==> src/rtl/rggen_rtl_pkg.sv <==
// Shared types for rggen bus initiators and bridges: response status codes
// and the APB initiator state encoding.
package rggen_rtl_pkg;

    typedef enum logic [1:0] {
        RGGEN_OKAY    = 2'b00,
        RGGEN_SLVERR  = 2'b10,
        RGGEN_TIMEOUT = 2'b11
    } rggen_status;

    typedef enum logic [1:0] {
        APB_INIT_IDLE     = 2'd0,
        APB_INIT_SETUP    = 2'd1,
        APB_INIT_ACCESS   = 2'd2,
        APB_INIT_RESPONSE = 2'd3
    } rggen_apb_initiator_state;

endpackage

==> src/rtl/rggen_apb_if.sv <==
// APB3/APB4 bus bundle shared by the initiator and generated register blocks.
interface rggen_apb_if #(
    parameter int ADDRESS_WIDTH = 16,
    parameter int BUS_WIDTH     = 32
);
    logic                       psel;
    logic                       penable;
    logic [ADDRESS_WIDTH-1:0]   paddr;
    logic [2:0]                 pprot;
    logic                       pwrite;
    logic [BUS_WIDTH/8-1:0]     pstrb;
    logic [BUS_WIDTH-1:0]       pwdata;
    logic                       pready;
    logic [BUS_WIDTH-1:0]       prdata;
    logic                       pslverr;

    modport master (
        output psel, penable, paddr, pprot, pwrite, pstrb, pwdata,
        input  pready, prdata, pslverr
    );

    modport slave (
        input  psel, penable, paddr, pprot, pwrite, pstrb, pwdata,
        output pready, prdata, pslverr
    );
endinterface

==> src/rtl/rggen_apb_initiator_timer.sv <==
// Clearable saturating counter of ACCESS wait cycles; flags when the count
// has reached TIMEOUT_CYCLES-1. Tied off when TIMEOUT_CYCLES is 0.
module rggen_apb_initiator_timer #(
    parameter int TIMEOUT_CYCLES = 256
)(
    input  logic i_clk,
    input  logic i_rst_n,
    input  logic i_clear,
    input  logic i_count,
    output logic o_timeout
);
    generate
        if (TIMEOUT_CYCLES == 0) begin : g_disabled
            assign o_timeout = 1'b0;
        end else begin : g_enabled
            localparam int CW = (TIMEOUT_CYCLES > 1) ? $clog2(TIMEOUT_CYCLES) : 1;
            localparam logic [CW-1:0] LAST = CW'(TIMEOUT_CYCLES - 1);

            logic [CW-1:0] count_q;
            logic [CW-1:0] count_d;

            always_comb begin
                count_d = count_q;
                if (i_clear) begin
                    count_d = '0;
                end else if (i_count && (count_q != LAST)) begin
                    count_d = count_q + 1'b1;
                end
            end

            always_ff @(posedge i_clk or negedge i_rst_n) begin
                if (!i_rst_n) begin
                    count_q <= '0;
                end else begin
                    count_q <= count_d;
                end
            end

            assign o_timeout = (count_q == LAST);
        end
    endgenerate
endmodule

==> src/rtl/rggen_apb_initiator.sv <==
// Valid/ready request/response to APB master bridge, one transfer in flight,
// with an optional ACCESS-phase timeout against slaves that never respond.
module rggen_apb_initiator
    import rggen_rtl_pkg::*;
#(
    parameter int ADDRESS_WIDTH  = 16,
    parameter int BUS_WIDTH      = 32,
    parameter int TIMEOUT_CYCLES = 256
)(
    input  logic                      i_clk,
    input  logic                      i_rst_n,
    input  logic                      i_request_valid,
    output logic                      o_request_ready,
    input  logic                      i_request_write,
    input  logic [ADDRESS_WIDTH-1:0]  i_request_address,
    input  logic [BUS_WIDTH-1:0]      i_request_write_data,
    input  logic [BUS_WIDTH/8-1:0]    i_request_strobe,
    output logic                      o_response_valid,
    input  logic                      i_response_ready,
    output logic [BUS_WIDTH-1:0]      o_response_read_data,
    output logic [1:0]                o_response_status,
    rggen_apb_if.master               apb_if
);
    localparam int STRB_WIDTH = BUS_WIDTH / 8;

    rggen_apb_initiator_state state_q;
    rggen_apb_initiator_state state_d;

    logic                     write_q,      write_d;
    logic [ADDRESS_WIDTH-1:0] address_q,    address_d;
    logic [BUS_WIDTH-1:0]     write_data_q, write_data_d;
    logic [STRB_WIDTH-1:0]    strobe_q,     strobe_d;
    logic [BUS_WIDTH-1:0]     read_data_q,  read_data_d;
    rggen_status              status_q,     status_d;

    logic request_ready;
    logic psel;
    logic penable;
    logic response_valid;
    logic timer_clear;
    logic timer_count;
    logic timeout;

    rggen_apb_initiator_timer #(
        .TIMEOUT_CYCLES (TIMEOUT_CYCLES)
    ) u_timer (
        .i_clk     (i_clk),
        .i_rst_n   (i_rst_n),
        .i_clear   (timer_clear),
        .i_count   (timer_count),
        .o_timeout (timeout)
    );

    always_ff @(posedge i_clk or negedge i_rst_n) begin
        if (!i_rst_n) begin
            state_q <= APB_INIT_IDLE;
        end else begin
            state_q <= state_d;
        end
    end

    // pready wins over a timeout landing on the same cycle
    always_comb begin
        state_d = state_q;
        case (state_q)
            APB_INIT_IDLE: begin
                if (i_request_valid) begin
                    state_d = APB_INIT_SETUP;
                end
            end
            APB_INIT_SETUP: begin
                state_d = APB_INIT_ACCESS;
            end
            APB_INIT_ACCESS: begin
                if (apb_if.pready || timeout) begin
                    state_d = APB_INIT_RESPONSE;
                end
            end
            APB_INIT_RESPONSE: begin
                if (i_response_ready) begin
                    state_d = APB_INIT_IDLE;
                end
            end
            default: state_d = APB_INIT_IDLE;
        endcase
    end

    always_comb begin
        request_ready  = 1'b0;
        psel           = 1'b0;
        penable        = 1'b0;
        response_valid = 1'b0;
        timer_clear    = 1'b0;
        timer_count    = 1'b0;
        case (state_q)
            APB_INIT_IDLE: begin
                request_ready = 1'b1;
            end
            APB_INIT_SETUP: begin
                psel        = 1'b1;
                timer_clear = 1'b1;
            end
            APB_INIT_ACCESS: begin
                psel        = 1'b1;
                penable     = 1'b1;
                timer_count = !apb_if.pready;
            end
            APB_INIT_RESPONSE: begin
                response_valid = 1'b1;
            end
            default: ;
        endcase
    end

    always_comb begin
        write_d      = write_q;
        address_d    = address_q;
        write_data_d = write_data_q;
        strobe_d     = strobe_q;
        read_data_d  = read_data_q;
        status_d     = status_q;
        if ((state_q == APB_INIT_IDLE) && i_request_valid) begin
            write_d      = i_request_write;
            address_d    = i_request_address;
            write_data_d = i_request_write_data;
            strobe_d     = i_request_write ? i_request_strobe : '0;
        end
        if (state_q == APB_INIT_ACCESS) begin
            if (apb_if.pready) begin
                status_d    = apb_if.pslverr ? RGGEN_SLVERR : RGGEN_OKAY;
                read_data_d = write_q ? '0 : apb_if.prdata;
            end else if (timeout) begin
                status_d    = RGGEN_TIMEOUT;
                read_data_d = '0;
            end
        end
    end

    always_ff @(posedge i_clk or negedge i_rst_n) begin
        if (!i_rst_n) begin
            write_q      <= 1'b0;
            address_q    <= '0;
            write_data_q <= '0;
            strobe_q     <= '0;
            read_data_q  <= '0;
            status_q     <= RGGEN_OKAY;
        end else begin
            write_q      <= write_d;
            address_q    <= address_d;
            write_data_q <= write_data_d;
            strobe_q     <= strobe_d;
            read_data_q  <= read_data_d;
            status_q     <= status_d;
        end
    end

    assign o_request_ready      = request_ready;
    assign o_response_valid     = response_valid;
    assign o_response_read_data = read_data_q;
    assign o_response_status    = status_q;

    assign apb_if.psel    = psel;
    assign apb_if.penable = penable;
    assign apb_if.paddr   = address_q;
    assign apb_if.pprot   = 3'b000;
    assign apb_if.pwrite  = write_q;
    assign apb_if.pstrb   = strobe_q;
    assign apb_if.pwdata  = write_data_q;
endmodule

==> src/flat_wrapper.sv <==
// flat-port wrapper written by rule: the top's interface ports become plain ports
module rggen_apb_initiator_flat import rggen_rtl_pkg::*;
#(
    parameter int ADDRESS_WIDTH  = 16,
    parameter int BUS_WIDTH      = 32,
    parameter int TIMEOUT_CYCLES = 256
)
  (i_clk, i_rst_n, i_request_valid, o_request_ready, i_request_write, i_request_address, i_request_write_data, i_request_strobe, o_response_valid, i_response_ready, o_response_read_data, o_response_status, apb_if_psel, apb_if_penable, apb_if_paddr, apb_if_pprot, apb_if_pwrite, apb_if_pstrb, apb_if_pwdata, apb_if_pready, apb_if_prdata, apb_if_pslverr);
  rggen_apb_if #(.ADDRESS_WIDTH(ADDRESS_WIDTH), .BUS_WIDTH(BUS_WIDTH)) apb_if_i ();
  input  logic i_clk;
  input  logic i_rst_n;
  input  logic i_request_valid;
  output logic o_request_ready;
  input  logic i_request_write;
  input  logic [ADDRESS_WIDTH-1:0] i_request_address;
  input  logic [BUS_WIDTH-1:0] i_request_write_data;
  input  logic [BUS_WIDTH/8-1:0] i_request_strobe;
  output logic o_response_valid;
  input  logic i_response_ready;
  output logic [BUS_WIDTH-1:0] o_response_read_data;
  output logic [1:0] o_response_status;
  output wire logic [$bits(apb_if_i.psel)-1:0] apb_if_psel;
  output wire logic [$bits(apb_if_i.penable)-1:0] apb_if_penable;
  output wire logic [$bits(apb_if_i.paddr)-1:0] apb_if_paddr;
  output wire logic [$bits(apb_if_i.pprot)-1:0] apb_if_pprot;
  output wire logic [$bits(apb_if_i.pwrite)-1:0] apb_if_pwrite;
  output wire logic [$bits(apb_if_i.pstrb)-1:0] apb_if_pstrb;
  output wire logic [$bits(apb_if_i.pwdata)-1:0] apb_if_pwdata;
  input wire logic [$bits(apb_if_i.pready)-1:0] apb_if_pready;
  input wire logic [$bits(apb_if_i.prdata)-1:0] apb_if_prdata;
  input wire logic [$bits(apb_if_i.pslverr)-1:0] apb_if_pslverr;
  assign apb_if_psel = apb_if_i.psel;
  assign apb_if_penable = apb_if_i.penable;
  assign apb_if_paddr = apb_if_i.paddr;
  assign apb_if_pprot = apb_if_i.pprot;
  assign apb_if_pwrite = apb_if_i.pwrite;
  assign apb_if_pstrb = apb_if_i.pstrb;
  assign apb_if_pwdata = apb_if_i.pwdata;
  assign apb_if_i.pready = apb_if_pready;
  assign apb_if_i.prdata = apb_if_prdata;
  assign apb_if_i.pslverr = apb_if_pslverr;
  rggen_apb_initiator #(.ADDRESS_WIDTH(ADDRESS_WIDTH), .BUS_WIDTH(BUS_WIDTH), .TIMEOUT_CYCLES(TIMEOUT_CYCLES)) u_core (.i_clk(i_clk), .i_rst_n(i_rst_n), .i_request_valid(i_request_valid), .o_request_ready(o_request_ready), .i_request_write(i_request_write), .i_request_address(i_request_address), .i_request_write_data(i_request_write_data), .i_request_strobe(i_request_strobe), .o_response_valid(o_response_valid), .i_response_ready(i_response_ready), .o_response_read_data(o_response_read_data), .o_response_status(o_response_status), .apb_if(apb_if_i));
endmodule
==> config.mk <==
export PLATFORM = sky130hd
export DESIGN_NAME = rggen_apb_initiator_flat
export DESIGN_NICKNAME = d
export VERILOG_FILES = /design/src/rtl/rggen_rtl_pkg.sv /design/src/rtl/rggen_apb_if.sv /design/src/rtl/rggen_apb_initiator_timer.sv /design/src/rtl/rggen_apb_initiator.sv /design/src/flat_wrapper.sv
export SDC_FILE = /design/constraint.sdc
export NUM_CORES = 1
export LEC_CHECK = 0
export ABC_CLOCK_PERIOD_IN_PS = 2800
export BUFFER_PORTS_ARGS = -buffer_cell sky130_fd_sc_hd__buf_2
export CAP_MARGIN = 20
export CORE_MARGIN = 1.5
export CORE_UTILIZATION = 30
export DETAILED_ROUTE_END_ITERATION = 8
export GPL_TIMING_DRIVEN = 1
export SYNTH_ARGS = -nofsm -noshare
export SYNTH_HDL_FRONTEND = slang
export SYNTH_SLANG_ARGS = --single-unit
==> constraint.sdc <==
create_clock -name i_clk -period 2.8 [get_ports i_clk]
set_clock_uncertainty 0.1 [all_clocks]
set_input_delay 0 -clock i_clk [delete_from_list [all_inputs] [get_ports i_clk]]
set_output_delay 0 -clock i_clk [all_outputs]
set_load 0.005 [all_outputs]
Word level (Yosys, flattened, before mapping)

Index checks and enable logic that the tools add are counted.

Reductions and logical operators: 10
Multiplexer cells: 19
Equality and inequality tests: 8
Add/sub/neg operators: 1

Operators with widths:

| cell                                                 | number |
|---|---|
| two-way mux 32 bit                                   | 3 |
| two-way mux 8 bit                                    | 2 |
| two-way mux 2 bit                                    | 6 |
| adder 8 x 1 -> 8 bit (second input constant)         | 1 |
| equality test 8 bit (second input constant)          | 1 |
| != test 8 bit (second input constant)                | 1 |
| one-hot mux 2 bit (4 select lines)                   | 1 |
| two-way mux 1 bit                                    | 6 |
| equality test 2 bit (second input constant)          | 2 |
| two-way mux 4 bit                                    | 1 |
| != test 2 bit (second input constant)                | 2 |
| nonzero test 2 bit                                   | 2 |
| AND reduction 3 bit                                  | 1 |
| equality test 2 x 1 -> 1 bit (second input constant) | 1 |
| logical AND 1 bit                                    | 2 |
| logical NOT 2 bit                                    | 1 |
| != test 2 x 1 -> 1 bit (second input constant)       | 1 |
| AND reduction 2 bit                                  | 1 |
| OR reduction 2 bit                                   | 1 |
| logical NOT 1 bit                                    | 1 |
| logical OR 1 bit                                     | 1 |

Input port bits: 91
Register bits: 97
Output and inout port bits: 94
Word-level logic and storage cells: 46

Logic depth before layout (Yosys ltp)

Gate-level depths: netlist of run 1.

Depth after elaboration: 5
Depth in mapped cells: 7
Mapped depth without buffers: 6

Cells and area by module

From an unflattened synthesis of run 1, not the netlist that was laid out.

Cells, all modules: 336
Area, all modules: 4092.7 µm²

By module, submodules not included:

| module                    | area each (µm²) | cells each | sequential area each (µm²) | instances |
|---|---|---|---|---|
| rggen_apb_initiator       | 3623.5          | 289        | 2227.1                     | 1 |
| rggen_apb_initiator_timer | 469.2           | 47         | 200.2                      | 1 |

Least setup slack after synthesis of run 1

Ideal clock, no wire load.

Path kind: reg2reg
Start: register u_core.state_q[0]
End: register u_core.write_data_q[10] (netlist: u_core.apb_if.pwdata[10])
Clock period less this slack: 1.737 ns
Buffers on the path: 2
Arrival time: 1.512 ns
Library setup time: 0.125 ns
Required time: 2.575 ns
Path slack: 1.063 ns
Stages on the path, launching flop included: 7
Cells stage by stage: dfrtp_1 > inv_1 > ha_1 > nand2_1 > buf_2 > buf_2 > mux2_2

Word-level cells in the longest chain between the ends: 2

RTL lines:

| element                | line                       | RTL |
|---|---|---|
| from (decl)            | rggen_apb_initiator.sv:26  | `rggen_apb_initiator_state state_q;` |
| from (signal assigned) | rggen_apb_initiator.sv:58  | `state_q <= state_d;` |
| logical NOT 2 bit      | rggen_apb_initiator.sv:122 | `if ((state_q == APB_INIT_IDLE) && i_request_valid) begin` |
| logical AND 1 bit      | rggen_apb_initiator.sv:122 |  |
| to (signal assigned)   | rggen_apb_initiator.sv:150 | `write_data_q <= write_data_d;` |
| to (decl)              | rggen_apb_initiator.sv:31  | `logic [BUS_WIDTH-1:0] write_data_q, write_data_d;` |

No other way between the ends.
A chain may end at the register's enable or synchronous reset.

Final worst setup path of run 1

Start: register u_core.state_q[0]
End: register u_core.u_timer.g_enabled.count_q[5]

Word-level cells in the longest chain between the ends: 4
Elaborated cells on any way between the ends: 7
Classes of those cells: 2 x eq/ne; 3 x mux; 2 x reduce/logical

RTL lines:

| element                      | line                            | RTL |
|---|---|---|
| equality test 2 bit          | rggen_apb_initiator.sv:95       | `case (state_q)` |
| two-way mux 1 bit            | rggen_apb_initiator.sv:95       |  |
| logical AND 1 bit            | rggen_apb_initiator_timer.sv:26 | `end else if (i_count && (count_q != LAST)) begin` |
| nonzero test 2 bit (no line) | n/a                             |  |
| to (signal assigned)         | rggen_apb_initiator_timer.sv:35 | `count_q <= count_d;` |
| to (decl)                    | rggen_apb_initiator_timer.sv:19 | `logic [CW-1:0] count_q;` |

Several ways; a longest one is shown, not always the timed one.

==> results of run 1 <==
[state kept, by name, summed over array words and instances (netlist names)]
register                          count
u_core.apb_if.pwrite                  1
u_core.state_q                        2
u_core.o_response_status              2
u_core.apb_if.pstrb                   4
u_core.apb_if.pwdata                 32
u_core.o_response_read_data          32
u_core.u_timer.g_enabled.count_q      8
u_core.apb_if.paddr                  16
[final cells by class]
cell class	count	share of cell area [%]
clock buffers	12	4.34
clock inverters	4	0.795
inverters	5	0.306
multi-input cells	152	20.6
flip-flops and latches	97	39.5
well taps	168	3.42
repair buffers	279	31.0
[worst max path at each step]
stage,from,to
finish,u_core.state_q[0]$_DFFE_PN0P_,u_core.u_timer.g_enabled.count_q[5]$_DFFE_PN0P_
floorplan,u_core.state_q[0]$_DFFE_PN0P_,u_core.apb_if.pwdata[10]$_DFFE_PN0P_
global route,u_core.state_q[0]$_DFFE_PN0P_,u_core.u_timer.g_enabled.count_q[5]$_DFFE_PN0P_
CTS,u_core.state_q[0]$_DFFE_PN0P_,u_core.u_timer.g_enabled.count_q[5]$_DFFE_PN0P_
global placement,u_core.state_q[0]$_DFFE_PN0P_,u_core.o_response_read_data[19]$_DFFE_PN0P_
detailed placement,u_core.state_q[0]$_DFFE_PN0P_,u_core.u_timer.g_enabled.count_q[5]$_DFFE_PN0P_
[through the flow]
stage                     instances  power (uW)  hold WS, ns
final                           717        5540       0.0611
after floorplan                 270        3280       -0.396
after CTS                       716        5600       0.0542
after global placement          607        4120        0.125
after detailed placement        607        4170        0.131
after global routing            717        5930       0.0965
[worst max-delay path, delay by kind of cell (launching register included)]
kind | cells | cell delay [ns]
compound gates | 1 | 0.15
fa+ha+maj | 1 | 0.31
buf+inv | 1 | 0.09
flops | 1 | 0.41
simple gates | 3 | 0.73
[cells by family (layout without fill, tap and decap cells)]
| kind of cell | count (synthesis) | in the layout |
|---|---|---|
| buffers and inverters | 21 | 300 |
| AO/OA/AOI/OAI | 53 | 53 |
| other | 1 | 3 |
| flip-flops | 97 | 97 |
| AND/OR/NAND/NOR | 39 | 39 |
| XOR/XNOR | 2 | 2 |
| multiplexers | 50 | 50 |
| adder cells (fa/ha/maj) | 5 | 5 |
[routing by layer]
metal | wire length, um | track usage (%) | share of wire (%) | vias to the layer above
met5 | 0 | 0 | 0 | -
met3 | 696 | 4.64 | 6.9 | 16
li1 | - | - | - | 1508
met1 | 4080 | 18.1 | 41 | 1502
met4 | 206 | 6.58 | 2.0 | 0
met2 | 5080 | 25.9 | 50 | 142
[power by group through the flow]
stage	registers, uW	logic (uW)	clock network (uW)
after floorplan	2350	925	0
after global placement	2280	1840	0
after detailed placement	2300	1870	0
after CTS	2290	1980	1330
after global routing	2360	2170	1390
final	2300	1970	1280
[cells in the final DEF, fill, tap and decap left out, drive strengths merged, types with 2 or more instances in the layout]
cell,synthesis,final
a22o,32,32
nand2,14,14
buf,15,186
dfrtp,97,97
ha,5,5
a21oi,10,10
conb,1,3
dlygate4sd3,0,93
clkinv,0,2
nor2,9,9
clkbuf,1,12
inv,5,6
o21ai,7,7
mux2,49,49
nor3,5,5
nand3,2,2
[what timing repair did]
item,CTS,global route
gates resized for setup,0,0
hold endpoints to repair,172,0
hold buffers,93,0
==> results.md, run 1 <==
- Dominant cells by area after synthesis: dfrtp_1, mux2_2, a22o_1, ha_1, buf_2
- FMAX: 0.536 GHz
- Synthesized instance count: 268
- Worst path slowest cell: or4_1
- Number of fill cells: 1070
- Fraction of registers with async set/reset: 100%
- Final setup fails: 0
- Max-slew violations: 0
- Post-CTS Setup Bufs: 0
- Die width: 115 um
- EDFF count, synth: 0
- Count of warnings emitted by yosys: 0
- Synth Area in XOR/XNOR: 0.463%
- Worst slew margin: 63.2%
- WS Path Type: register to register
- Hold path endpoint: u_core.state_q[0]$_DFFE_PN0P_
- Adder-cell share of the synthesized area: 1.65%
- Final Cycle Share: 66.6%
- Share of layout cells above drive strength 1: 47.4%
- Gpl congestion: 0.740
- Design area: 6140 um2
- Final min period: 1.86 ns
- Arr. time, crit path: 2.03 ns
- Internal power component: 3890 uW
- Max_cap viols: 0
- Multi-input logic area: 1270 um2
- Worst vdd ir: 0.433 mV
- Synth Cell Area: 3790 um2
- CTS root buffer: clkbuf_16
- Post-synthesis compound-gate area fraction: 10.6%
- P_sw: 1650 uW
- Worst R2R Start: u_core.state_q[0]$_DFFE_PN0P_
- GRT Residual Overflow: 0
- Vias in the first global route: 3198
- Worst setup SP type: register
- Sink Count: 97
- Leakage: 0.00307 uW
- Seq cells post-synth: 97
- Measured slew at the worst slew-check pin: 0.551 ns
- Unrepaired setup endpoints after global routing: no
- Switching Share: 29.8%
- Top FF cell, synth: dfrtp_1
- Worst hold-check path type: primary input to register
- First-pass GRT wire length: 15.6 mm
- Initial DRT Pass Iterations: 5
- Crit. End Element: register
- Largest net degree at the start of global routing: 86
- Distinct cell type count after synthesis: 35
- Pwr/cell area: 903 nW/um2
- Area leader, netlist: dfrtp_1
- Post-synthesis mux area share: 14.8%
- Post-detail-place hpwl: 6.02 mm
- R2R cell count: 6
- CTS tree: yes
- PortBufs: 181
- Reg-to-Reg End: u_core.u_timer.g_enabled.count_q[5]$_DFFE_PN0P_
- Worst EP required: 2.96 ns
- Status: completed
- Post-Place Setup Slack: 0.942 ns
- FF/Latch Area: 2430 um2
- Post-DR wirelength/cell: 14.0 um
- Via Count: 3168
- Worst-path maximum fanout: 8
- Comb power frac: 35.5%
- Row count: 40
- Initial core utilization: 31.1%
- H-tree Lvls: 3
- Total track usage: 15.3%
- Min-delay src: i_request_valid
- CTS Buf Count: 9
- DR iter-0 viols: 89
- Hold Path Depth: 5
- Top-count cell post-synth: dfrtp_1
- Final Hold Vio Count: 0
- Area growth from synthesis to layout: 62.2%
- Die area: 13300 um2
- Final Util: 50.5%
- Worst Setup Slack, final: 0.935 ns
- Area after DPL: 4870 um2
- Largest family of logic cells by synthesized area: multiplexers
- Sequential area share after synthesis: 64.1%
- Antenna violations before repair: 0
- Cell Chain, Critical Path: inv_1, ha_1, and2b_4, nand2_2, or4_1, a21oi_1
- Core ar.: 12200 um2
- Via density per instance: 4.42
- Worst path max stage delay: 0.42 ns
- Post-synthesis simple-gate area fraction: 5.45%
- Post-synth top cells: dfrtp_1, mux2_2, a22o_1
- Nets@finish: 640
- Final wirelength: 10.1 mm
- IO Pins: 185
- Sequential share of power: 41.4%
- Post-DRT Antenna Nets: 0
- Reg2Reg Setup Slack: 0.94 ns
- Syn Area/Cell: 14.1 um2
- Antenna Cells: 0
- TNS Setup: 0 ns
- Die Span Y: 115 um
- Register clock-pin slew on the reported worst setup and hold paths: 0.06 ns
- Clk network pwr share: 23.1%
- Residual DRC: 0
- CTS max path bufs: 2
- Synth top area share: 64.1%
- Worst-skew pair later-pin latency: 0.34 ns
No activity file was read; power rests on OpenSTA's default activity.
==> run 2: changes to the inputs <==
--- a/config.mk
+++ b/config.mk
@@ -5,7 +5,7 @@
 export SDC_FILE = /design/constraint.sdc
 export NUM_CORES = 1
 export LEC_CHECK = 0
-export ABC_CLOCK_PERIOD_IN_PS = 2800
+export ABC_CLOCK_PERIOD_IN_PS = 1700
 export BUFFER_PORTS_ARGS = -buffer_cell sky130_fd_sc_hd__buf_2
 export CAP_MARGIN = 20
 export CORE_MARGIN = 1.5
==> constraint.sdc (replaced) <==
create_clock -name i_clk -period 1.7 [get_ports i_clk]
set_clock_uncertainty 0.1 [all_clocks]
set_input_delay 0 -clock i_clk [delete_from_list [all_inputs] [get_ports i_clk]]
set_output_delay 0 -clock i_clk [all_outputs]
set_load 0.005 [all_outputs]
==> run 2 against run 1 <==
Net effect:
- power is 69% higher
- die area is the same
- combinational power rose by 75%
- largest cell class unchanged
- sequential power is 64% higher
- via count is 1.1% higher
- design area grew 2.3%
- global-route usage fell by 0.35 points
- register-to-register slack worse by 0.87 ns
- clock-buffer cell count grew 1
- critical path type unchanged
- sequential share of layout area shrank 0.90 points
==> results.md, run 2 (synthesis results as in run 1) <==
- Status: completed
- Register clock-pin slew on the reported worst setup and hold paths: 0.07 ns (about the same)
- Clk network pwr share: 22.8% (-0.3 points)
- First-pass GRT wire length: 15.3 mm (-2.1%)
- Final wirelength: 10.2 mm (+1.1%)
- P_sw: 2740 uW (+66%)
- H-tree Lvls: 3 (unchanged)
- IO Pins: 185 (unchanged)
- WS Path Type: register to register
- Residual DRC: 0 (unchanged)
- WP buf/inv: 1 (unchanged)
- Sequential share of power: 40.4% (-1.0 points)
- Final Util: 51.7% (+1.2 points)
- Worst path slowest cell: or4_1
- Row count: 40 (unchanged)
- Final min period: 1.64 ns (-0.227 ns)
- Worst EP required: 1.86 ns (-1.10 ns)
- Worst hold-check path type: primary input to async pin
- Max-slew violations: 0 (unchanged)
- Final setup fails: 0 (unchanged)
- Worst setup SP type: register
- Comb power frac: 36.8% (+1.3 points)
- CTS tree: yes
- Post-DRT Antenna Nets: 0 (unchanged)
- Worst Setup Slack, final: 0.0621 ns (-0.873 ns)
- Pwr/cell area: 1490 nW/um2 (+65%)
- Final Hold Vio Count: 0 (unchanged)
- Worst vdd ir: 0.802 mV (+85%)
- Arr. time, crit path: 1.80 ns (-0.23 ns)
- Area growth from synthesis to layout: 66.0%
- Total track usage: 15.0% (-0.35 points)
- CTS max path bufs: 2 (unchanged)
- Vias in the first global route: 3222 (+0.75%)
- Nets@finish: 650 (+1.6%)
- CTS root buffer: clkbuf_16
- Max_cap viols: 0 (unchanged)
- Commonest non-fill, non-tap cells in the layout: buf_2, dfrtp_1, dlygate4sd3_1
- Switching Share: 29.3% (-0.48 points)
- Sink Count: 97 (unchanged)
- Via density per instance: 4.39 (-0.56%)
- Antenna violations before repair: 0 (unchanged)
- Gpl congestion: 0.754 (+1.9%)
- Crit. End Element: register
- Initial DRT Pass Iterations: 4 (-1)
- Largest net degree at the start of global routing: 58 (-33%)
- Die Span Y: 115 um (unchanged)
- Delay-heaviest family, CP: simple AND/OR/NAND/NOR gates
- PortBufs: 181 (unchanged)
- Worst path max stage delay: 0.39 ns (-0.03 ns)
- Via Count: 3203 (+1.1%)
- Cell Chain, Critical Path: inv_1, ha_2, and2b_4, nand2_2, or4_1, a21oi_1
- Commonest non-fill, non-tap cell in the layout: buf_2
- Core ar.: 12200 um2 (unchanged)
- FMAX: 0.611 GHz (+14%)
- Unrepaired setup endpoints after global routing: yes
- Post-detail-place hpwl: 6.17 mm (+2.6%)
- Worst-path maximum fanout: 4 (-4)
- Die width: 115 um (unchanged)
- Leakage: 0.00312 uW (+1.9%)
- TNS Setup: 0 ns (unchanged)
- DR iter-0 viols: 112 (+26%)
- Share of layout cells above drive strength 1: 48.3% (+0.94 points)
- Post-DR wirelength/cell: 14.0 um (-0.59%)
- Final Cycle Share: 96.3% (+30 points)
- Initial core utilization: 31.1% (unchanged)
- GRT Residual Overflow: 0 (unchanged)
- Post-Place Setup Slack: 0.0202 ns (-0.922 ns)
- Minimum hold slack: 0.0199 ns (-0.0412 ns)
- CTS Buf Count: 9 (unchanged)
- Internal power component: 6610 uW (+70%)
- Worst-skew pair later-pin latency: 0.34 ns (about the same)
- Die area: 13300 um2 (unchanged)
-- run 2: path summary, 6_finish.rpt --
| check | from | to | slack (ns) | depth (start not counted) |
|---|---|---|---|---|
| worst max-delay path | u_core.state_q[0]$_DFFE_PN0P_ | u_core.u_timer.g_enabled.count_q[5]$_DFFE_PN0P_ | 0.06 | 6 |
| worst min-delay path | i_rst_n | u_core.o_response_read_data[25]$_DFFE_PN0P_ | 0.02 | 2 |
| worst max register to register | u_core.state_q[0]$_DFFE_PN0P_ | u_core.u_timer.g_enabled.count_q[5]$_DFFE_PN0P_ | 0.06 | 6 |
| worst min register to register | u_core.apb_if.pstrb[3]$_DFFE_PN0P_ | u_core.apb_if.pstrb[3]$_DFFE_PN0P_ | 0.38 | 2 |
| max in group asynchronous | i_rst_n | u_core.apb_if.pwdata[4]$_DFFE_PN0P_ | 0.87 | 3 |
| min in group i_clk | i_request_valid | u_core.state_q[1]$_DFFE_PN0P_ | 0.09 | 5 |
-- run 2: layout make-up --
| type | instances | area (um2) |
|---|---|---|
| fill | 1045 | 5880 |
| sequential | 97 | 2430 |
| timing repair buffer | 289 | 2030 |
| multi-input combinational | 152 | 1290 |
| clock buffer | 13 | 240 |
| tap | 168 | 210 |
| clock inverter | 3 | 65.1 |
| inverter | 5 | 18.8 |
| antenna | 2 | 5.00 |
-- run 2: through the flow --
step / area, um2 / std cells / power [uW]
floorplan: 3790 / 270 / 5400
global placement: 5000 / 617 / 6960
detailed placement: 5000 / 617 / 7050
CTS: 6240 / 726 / 9400
global route: 6280 / 727 / 9990
finish: 6280 / 729 / 9350
-- run 2: worst reg2reg max path: stages (launching register included) --
cell and delay (ns):
dfrtp_1 0.37, inv_1 0.09, ha_2 0.23, and2b_4 0.17, nand2_2 0.06, or4_1 0.39, a21oi_1 0.15
-- run 2: per-layer routing --
layer	share of wire (%)	vias up	track usage [%]
met5	0	-	0
li1	-	1531	-
met1	41	1525	17.5
met3	6.5	15	4.01
met4	1.9	0	7.41
met2	50	132	25.4
-- run 2: power groups by stage --
stage / Clock, uW / Combinational (uW) / Sequential [uW]
2_1_floorplan: 0 / 1520 / 3870
3_3_place_gp: 0 / 3210 / 3750
3_5_place_dp: 0 / 3260 / 3800
4_1_cts: 2200 / 3430 / 3780
5_1_grt: 2300 / 3790 / 3900
6_report: 2130 / 3440 / 3780
-- run 2: what timing repair did --
action,4_1_cts,5_1_grt
hold buffers,93,0
setup buffers,0,0
resized for setup,0,4
endpoints found under the hold margin,185,0
endpoints found under the setup margin,0,55
